--- src/rtl/pipelined_cla_adder.sv ---
// -----------------------------------------------------------------------------
// pipelined_cla_adder
//
// Pipelined add/subtract unit. The operands are split into STAGES = WIDTH/BLOCK
// slices. Pipeline stage k resolves bits k*BLOCK .. k*BLOCK+BLOCK-1 using 4-bit
// carry-lookahead groups, with the group carries rippling inside the slice. The
// slice carry-out is registered and feeds stage k+1. The operand bits that are
// not yet resolved travel down the pipe beside the partial sum.
//
// The last stage register is the output register, so an operation accepted on
// one rising edge is presented STAGES edges later, counting the acceptance edge.
//
// Ports
//   Clk_i       clock; all state updates on the rising edge
//   Reset_ni    synchronous active-low reset
//   Valid_i     input operands valid
//   Ready_o     unit can accept an operation this cycle (combinational)
//   Number1_i   operand A
//   Number2_i   operand B
//   Carry_i     carry-in, add mode only
//   Sub_i       0: A + B + Carry_i, 1: A - B
//   Valid_o     result valid
//   Ready_i     downstream accepts the result
//   Result_o    sum / difference
//   Carry_o     carry out of the MSB (in subtract mode 1 means no borrow)
//   Overflow_o  signed two's-complement overflow
// -----------------------------------------------------------------------------
module pipelined_cla_adder #(
    parameter int WIDTH = 32,
    parameter int BLOCK = 8
) (
    input  logic             Clk_i,
    input  logic             Reset_ni,
    input  logic             Valid_i,
    output logic             Ready_o,
    input  logic [WIDTH-1:0] Number1_i,
    input  logic [WIDTH-1:0] Number2_i,
    input  logic             Carry_i,
    input  logic             Sub_i,
    output logic             Valid_o,
    input  logic             Ready_i,
    output logic [WIDTH-1:0] Result_o,
    output logic             Carry_o,
    output logic             Overflow_o
);

    localparam int STAGES = WIDTH / BLOCK;
    localparam int GROUPS = BLOCK / 4;

    // -------------------------------------------------------------------------
    // Lookahead helpers
    // -------------------------------------------------------------------------

    // Fully expanded 4-bit lookahead: returns carries into bits 1..4 of the
    // group (index 3 is the group carry-out).
    function automatic logic [3:0] cla4_carries(
        input logic [3:0] p,
        input logic [3:0] g,
        input logic       c0
    );
        logic [3:0] c;
        c[0] = g[0]
             | (p[0] & c0);
        c[1] = g[1]
             | (p[1] & g[0])
             | (p[1] & p[0] & c0);
        c[2] = g[2]
             | (p[2] & g[1])
             | (p[2] & p[1] & g[0])
             | (p[2] & p[1] & p[0] & c0);
        c[3] = g[3]
             | (p[3] & g[2])
             | (p[3] & p[2] & g[1])
             | (p[3] & p[2] & p[1] & g[0])
             | (p[3] & p[2] & p[1] & p[0] & c0);
        return c;
    endfunction

    // Adds one BLOCK-bit slice. Result layout:
    //   [BLOCK+1]   carry into the slice MSB (needed for signed overflow)
    //   [BLOCK]     slice carry-out
    //   [BLOCK-1:0] slice sum
    function automatic logic [BLOCK+1:0] slice_add(
        input logic [BLOCK-1:0] a,
        input logic [BLOCK-1:0] b,
        input logic             cin
    );
        logic [BLOCK-1:0] p;
        logic [BLOCK-1:0] g;
        logic [BLOCK:0]   c;
        logic [3:0]       grp_c;
        p    = a ^ b;
        g    = a & b;
        c    = {(BLOCK + 1){1'b0}};
        c[0] = cin;
        // Each group looks ahead internally; group carries ripple upward.
        for (int grp = 0; grp < GROUPS; grp++) begin
            grp_c              = cla4_carries(p[grp*4 +: 4], g[grp*4 +: 4], c[grp*4]);
            c[grp*4 + 1 +: 4]  = grp_c;
        end
        return {c[BLOCK-1], c[BLOCK], p ^ c[BLOCK-1:0]};
    endfunction

    // -------------------------------------------------------------------------
    // Declarations
    // -------------------------------------------------------------------------
    logic                en_s;
    logic [WIDTH-1:0]    opnd_b_s;
    logic                cin_s;

    // Stage inputs (what stage k sees this cycle)
    logic [WIDTH-1:0]    src_a_s   [STAGES];
    logic [WIDTH-1:0]    src_b_s   [STAGES];
    logic [WIDTH-1:0]    src_sum_s [STAGES];
    logic [STAGES-1:0]   src_c_s;
    logic [STAGES-1:0]   src_v_s;

    // Stage next-state values
    logic [BLOCK+1:0]    res_s     [STAGES];
    logic [WIDTH-1:0]    opa_s     [STAGES];
    logic [WIDTH-1:0]    opb_s     [STAGES];
    logic [WIDTH-1:0]    sum_s     [STAGES];
    logic [STAGES-1:0]   carry_s;
    logic [STAGES-1:0]   valid_s;
    logic                ovf_s;

    // Stage registers
    logic [WIDTH-1:0]    opa_r     [STAGES];
    logic [WIDTH-1:0]    opb_r     [STAGES];
    logic [WIDTH-1:0]    sum_r     [STAGES];
    logic [STAGES-1:0]   carry_r;
    logic [STAGES-1:0]   valid_r;
    logic                ovf_r;

    // -------------------------------------------------------------------------
    // Handshake: the whole pipe advances together unless a held result blocks it
    // -------------------------------------------------------------------------
    assign en_s    = (~valid_r[STAGES-1]) | Ready_i;
    assign Ready_o = en_s;

    // Operand preprocessing: subtract is A + ~B + 1, and Carry_i is ignored.
    always_comb begin
        if (Sub_i) begin
            opnd_b_s = ~Number2_i;
            cin_s    = 1'b1;
        end else begin
            opnd_b_s = Number2_i;
            cin_s    = Carry_i;
        end
    end

    // Route stage inputs: stage 0 from the ports, stage k from stage k-1.
    always_comb begin
        src_a_s[0]   = Number1_i;
        src_b_s[0]   = opnd_b_s;
        src_sum_s[0] = {WIDTH{1'b0}};
        src_c_s      = {STAGES{1'b0}};
        src_v_s      = {STAGES{1'b0}};
        src_c_s[0]   = cin_s;
        src_v_s[0]   = Valid_i;
        for (int k = 1; k < STAGES; k++) begin
            src_a_s[k]   = opa_r[k-1];
            src_b_s[k]   = opb_r[k-1];
            src_sum_s[k] = sum_r[k-1];
            src_c_s[k]   = carry_r[k-1];
            src_v_s[k]   = valid_r[k-1];
        end
    end

    // Per-stage slice evaluation. Operands shift right so the slice to resolve
    // is always at the bottom; the partial sum shifts right and the new slice
    // enters at the top, so after STAGES stages every slice sits in place.
    always_comb begin
        carry_s = {STAGES{1'b0}};
        valid_s = {STAGES{1'b0}};
        for (int k = 0; k < STAGES; k++) begin
            res_s[k]                  = slice_add(src_a_s[k][BLOCK-1:0],
                                                  src_b_s[k][BLOCK-1:0],
                                                  src_c_s[k]);
            opa_s[k]                  = src_a_s[k] >> BLOCK;
            opb_s[k]                  = src_b_s[k] >> BLOCK;
            sum_s[k]                  = src_sum_s[k] >> BLOCK;
            sum_s[k][WIDTH-1 -: BLOCK] = res_s[k][BLOCK-1:0];
            carry_s[k]                = res_s[k][BLOCK];
            valid_s[k]                = src_v_s[k];
        end
        // Signed overflow: carry into the MSB differs from the carry out of it.
        ovf_s = res_s[STAGES-1][BLOCK+1] ^ res_s[STAGES-1][BLOCK];
    end

    // Pipeline registers: cleared by reset, shift together when enabled, hold otherwise.
    always_ff @(posedge Clk_i) begin
        if (!Reset_ni) begin
            valid_r <= {STAGES{1'b0}};
            carry_r <= {STAGES{1'b0}};
            ovf_r   <= 1'b0;
            for (int k = 0; k < STAGES; k++) begin
                opa_r[k] <= {WIDTH{1'b0}};
                opb_r[k] <= {WIDTH{1'b0}};
                sum_r[k] <= {WIDTH{1'b0}};
            end
        end else if (en_s) begin
            valid_r <= valid_s;
            carry_r <= carry_s;
            ovf_r   <= ovf_s;
            for (int k = 0; k < STAGES; k++) begin
                opa_r[k] <= opa_s[k];
                opb_r[k] <= opb_s[k];
                sum_r[k] <= sum_s[k];
            end
        end
    end

    // The last stage register is the output register.
    assign Valid_o    = valid_r[STAGES-1];
    assign Result_o   = sum_r[STAGES-1];
    assign Carry_o    = carry_r[STAGES-1];
    assign Overflow_o = ovf_r;

endmodule

--- config.mk ---
export PLATFORM = sky130hd
export DESIGN_NAME = pipelined_cla_adder
export DESIGN_NICKNAME = d
export VERILOG_FILES = /design/src/rtl/pipelined_cla_adder.sv
export SDC_FILE = /design/constraint.sdc
export NUM_CORES = 1
export LEC_CHECK = 0
export BUFFER_PORTS_ARGS = -buffer_cell sky130_fd_sc_hd__buf_2
export CORE_MARGIN = 2
export CORE_UTILIZATION = 50
export DETAILED_ROUTE_END_ITERATION = 6
export GPL_TIMING_DRIVEN = 1
export PLACE_DENSITY = 0.72
export SYNTH_ARGS = -nofsm -noshare
export SYNTH_HDL_FRONTEND = slang
export SYNTH_SLANG_ARGS = --single-unit
--- constraint.sdc ---
create_clock -name Clk_i -period 7.59 [get_ports Clk_i]
set_clock_uncertainty 0.15 [all_clocks]
set_input_delay 1.8975 -clock Clk_i [delete_from_list [all_inputs] [get_ports Clk_i]]
set_output_delay 1.8975 -clock Clk_i [all_outputs]
set_load 0.05 [all_outputs]
Word level (Yosys, flattened, before mapping) --
Memory sizes are Yosys's and may differ from the RTL's. Index checks and enable logic that the tools add are counted. W data, S select, Z words.
Operators by class: bitwise logic cells 236, multiplexer cells 18
Operator list (count):
- $mux W24 | 8
- $mux W32 | 5
- $and A1 B1 Y1 | 128
- $or A1 B1 Y1 | 93
- $xor A8 B8 Y8 | 8
- $and A8 B8 Y8 | 4
- $not A32 Y32 | 1
- $mux W1 | 5
- $not A1 Y1 | 1
- $xor A1 B1 Y1 | 1
Storage, ports and cells: logic and storage cells 260, bits of input ports 70, flip-flop bits (word level) 9, memories kept 3, RAM bits 320
Memories:
- sum_r | words 4, width 32, read ports 4, clocked after memory_dff 0, wr ports 4, RTL line 130 | logic [WIDTH-1:0] sum_r [STAGES];
- opa_r | words 4, width 24, read ports 3, clocked after memory_dff 0, wr ports 4, RTL line 128 | logic [WIDTH-1:0] opa_r [STAGES];
- opb_r | words 4, width 24, read ports 3, clocked after memory_dff 0, wr ports 4, RTL line 129 | logic [WIDTH-1:0] opb_r [STAGES];

Longest topological paths before layout --
depth after elaboration 12, gate-level depth with buffers 11, mapped depth without buffers 9

Worst setup path after synthesis --
No wires, ideal clock.
path kind input to register, start in Ready_i, end mem opa_r[0][0] in the netlist's numbering (enable), slack 0.792 ns, data required time 6.013 ns, setup time 1.427 ns, cell stages on the path 3, data arrival time 5.220 ns, path through nor2b_2 > clkbuf_1 > nand2_1
RTL lines:
- start: declaration | RTL line 41 | input logic Ready_i,
- end: declaration | RTL line 128

Final worst setup path --
start in Ready_i, end out Ready_o
Between the ends: word-level cells in the longest chain between the ends 1
Ends and longest elaborated chain:
- $or A1 B1 Y1 | RTL line 138 | assign en_s = (~valid_r[STAGES-1]) | Ready_i;
- end: declaration | RTL line 35 | output logic Ready_o,
Every way passes these cells.

==> impl_metrics.yaml <==
critical_path:
  cp.required_ns: 5.54
  r2r_end: "sum_r[3][30]"
  cp_cell_sequence: "buf_2 -> nor2b_2 -> clkinv_2 -> buf_2"
  r2r-start: "valid_r[3]"
  cp_slowest_cell: "nor2b_2"
  startpoint_type: "primary input"
  worst-path-max-fanout: 12
  critPathMaxStageDelay_ns: 0.57
  crit_top_cell: "buf_2"
  crit_type: "primary input to primary output"
  cp.arrival_ns: 2.96
  crit_buf_inv: 3
  crit_family: "simple AND/OR/NAND/NOR gates"
  crit_path_end_kind: "primary output"
  rr_worst_depth: 6
  rrSetupSlack_ns: 4.20
routing:
  first_pass_iters: 5
  drt_wl_total_um: 14900
  vias_per_cell: 5.35
  drc: 0
  drt-wirelength-per-cell_um: 15.9
  ant_nets: 0
  detail_route.iter0.violations: 473
  via_count: 5029
power:
  cellPowerDensity_nw_per_um2: 237
  total_power_uw: 2280
  leakage_uw: 0.00460
  vdd_ir_drop_max_mv: 0.158
sta:
  tns_ns: 0
  tightest_slew_ns: 1.09
  fmax_ghz: 0.200
  period_share_pct: 66.0
  hold_viol: 0
  fin_crit_ns: 5.01
  setup_viol: 0
  relSlewSlack_pct: 27.1
  rsz0062_at_grt: "false"
  slew_viol_final: 0
cells_and_area:
  postLayoutCellArea_um2: 9630
  syn_to_final_growth_pct: 14.7
  fin_nets: 817
  diodes: 0
  n_fill_cell: 1294
  drive_gt1_share_pct: 20.8
global_route:
  grt_max_degree: 137
  grt-ovfl-total: 0
  grt_pass1_wl_um: 24300
  grt.total_usage_pct: 17.4
  grt_antenna_before_repair: 0
  first_global_vias: 4946
cts:
  cts_resized: 0
  clk_pin_slew_ns: 0.07
  clk_latency_ns: 0.43
  cts_made_buffers: 17
  clock_path_buffers: 2
  cts-root-buf: "clkbuf_16"
  cts.sinks: 185
  cts-htree-levels: 4
  tritoncts: "yes"
  post-cts-setup-buffers: 0
  hold_buffers: 0
synthesis:
  synthesis.nets: 731
  synth.largest_area_cell: "edfxtp_1"
  post_synth_num_cell_types: 46
  synth_edf_count: 176
  synth_seq_area_share_pct: 65.1
  netlist_area_um2: 8400
  yosys_warnings: 0
  ys_ff_latch: 185
  synth_flop_cell: "edfxtp_1"
  async_flop_share_pct: 0
  synth_top_area_share_pct: 62.9
  syn_inst: 621
  ys_top_cells_by_area: "edfxtp_1, and3_1, ha_1"
  syn-mean-instance-area_um2: 13.5
floorplanning:
  start_util_pct: 50.8
  fp.dieW_um: 134
  die_area_um2: 17800
  num_io_pins: 106
  fp.dieH_um: 134
  rows: 47
  core_area_um2: 16500
placement:
  placed_area_um2: 9060
  gp_congestion: 0.827
  dp_hpwl_um: 9280
  port_buffers: 105
min_path:
  min_to: "valid_r[2]"
  hold_path_class: "flip-flop to flip-flop"
  worstHoldStart: "valid_r[2]"
  holdPathStages: 2
run_status:
  status: "complete, no violations"
run:
  maxCapViolations: 0
## Yosys cell counts (7+ instances only)
cell / n
xnor2_1: 31
nand2_1: 17
a21oi_1: 9
nand3_1: 10
fa_1: 8
ha_1: 32
nand2b_1: 10
clkbuf_1: 28
o21ai_0: 10
dfxtp_1: 9
nor2_1: 44
mux2i_1: 7
buf_2: 10
inv_1: 15
and3_1: 127
edfxtp_1: 176
xor2_1: 12
o21a_1: 8
## cell type report
cell class	count	area, um^2	area share (%)
Tap cell	220	275	2.86
Timing Repair Buffer	108	563	5.85
Sequential cell	185	5470	56.8
Clock inverter	15	140	1.46
Clock buffer	17	425	4.42
Multi-Input combinational cell	380	2700	28.1
Inverter	15	57.6	0.598
## cell families (layout without fill, tap and decap cells)
group	after synthesis	count (layout)	synth area share [%]
compound gates	56	56	4.53
xor+xnor	43	43	4.48
fa+ha+maj	40	40	6.67
buf+inv	56	155	2.83
flops	185	185	65.1
mux	7	7	0.834
simple gates	234	234	15.6
## tightest hold or removal path, delay by kind of cell, from the launching register on
family             cells  cell delay, ns
AOI/OAI and AO/OA      1            0.06
DFF                    1            0.31
and+or+nand+nor        1            0.05
## metal layers
layer	track usage [%]	part of all wire, %	wire, um	up-vias
met1	23.4	45	6670	2402
met3	3.96	5.4	812	24
met5	0	0	0	-
met2	27.4	48	7150	144
met4	7.86	2.1	312	0
li1	-	-	-	2459
## worst max-delay path by stage
stage,startpoint,to,slack [ns],cells after the start
6_report,Ready_i,Ready_o,2.58,4
5_1_grt,Ready_i,Ready_o,2.48,4
4_1_cts,Ready_i,Ready_o,2.51,4
3_5_place_dp,Ready_i,sum_r[3][30],2.48,7
3_3_place_gp,Ready_i,sum_r[3][30],2.58,7
2_1_floorplan,Ready_i,opa_r[0][0],0.79,3
## state kept, by name (all words and copies together), names as in the netlist
register	flops
Overflow_o	1
carry_r	4
opa_r	48
opb_r	48
sum_r	80
valid_r	4
## through the flow
step / setup slack, ns / hold WS (ns) / std cells / utilization [%]
final: 2.58 / 0.324 / 940 / 58.3
after global routing: 2.48 / 0.360 / 940 / 58.3
after CTS: 2.51 / 0.331 / 940 / 58.3
after detailed placement: 2.48 / 0.319 / 908 / 54.8
after global placement: 2.58 / 0.299 / 908 / 54.8
after floorplan: 0.792 / 0.291 / 621 / -
## report_power, final
group          total [uW]  internal [uW]  switching [uW]
registers            1210           1190            20.9
clock network         841            459             383
logic                 229           92.6             137
total                2280           1740             540
## cell usage in the layout (no fill, tap or decap), types with 4 or more instances in the layout
master	count
or3_1	5
nor3_1	5
dfxtp_1	9
o21a_1	8
a21oi_1	9
and3_1	127
fa_1	8
inv_1	14
a31oi_1	6
mux2i_1	7
nand2_1	16
nand3_1	10
o21ai_0	10
clkbuf_16	17
ha_1	32
nor2b_1	4
a21boi_0	4
xnor2_1	31
clkinv_4	4
clkinv_2	5
xor2_1	12
inv_6	5
buf_2	104
edfxtp_1	176
nor2_1	44
nand2b_1	10
Power figures use the tool's default switching activity.
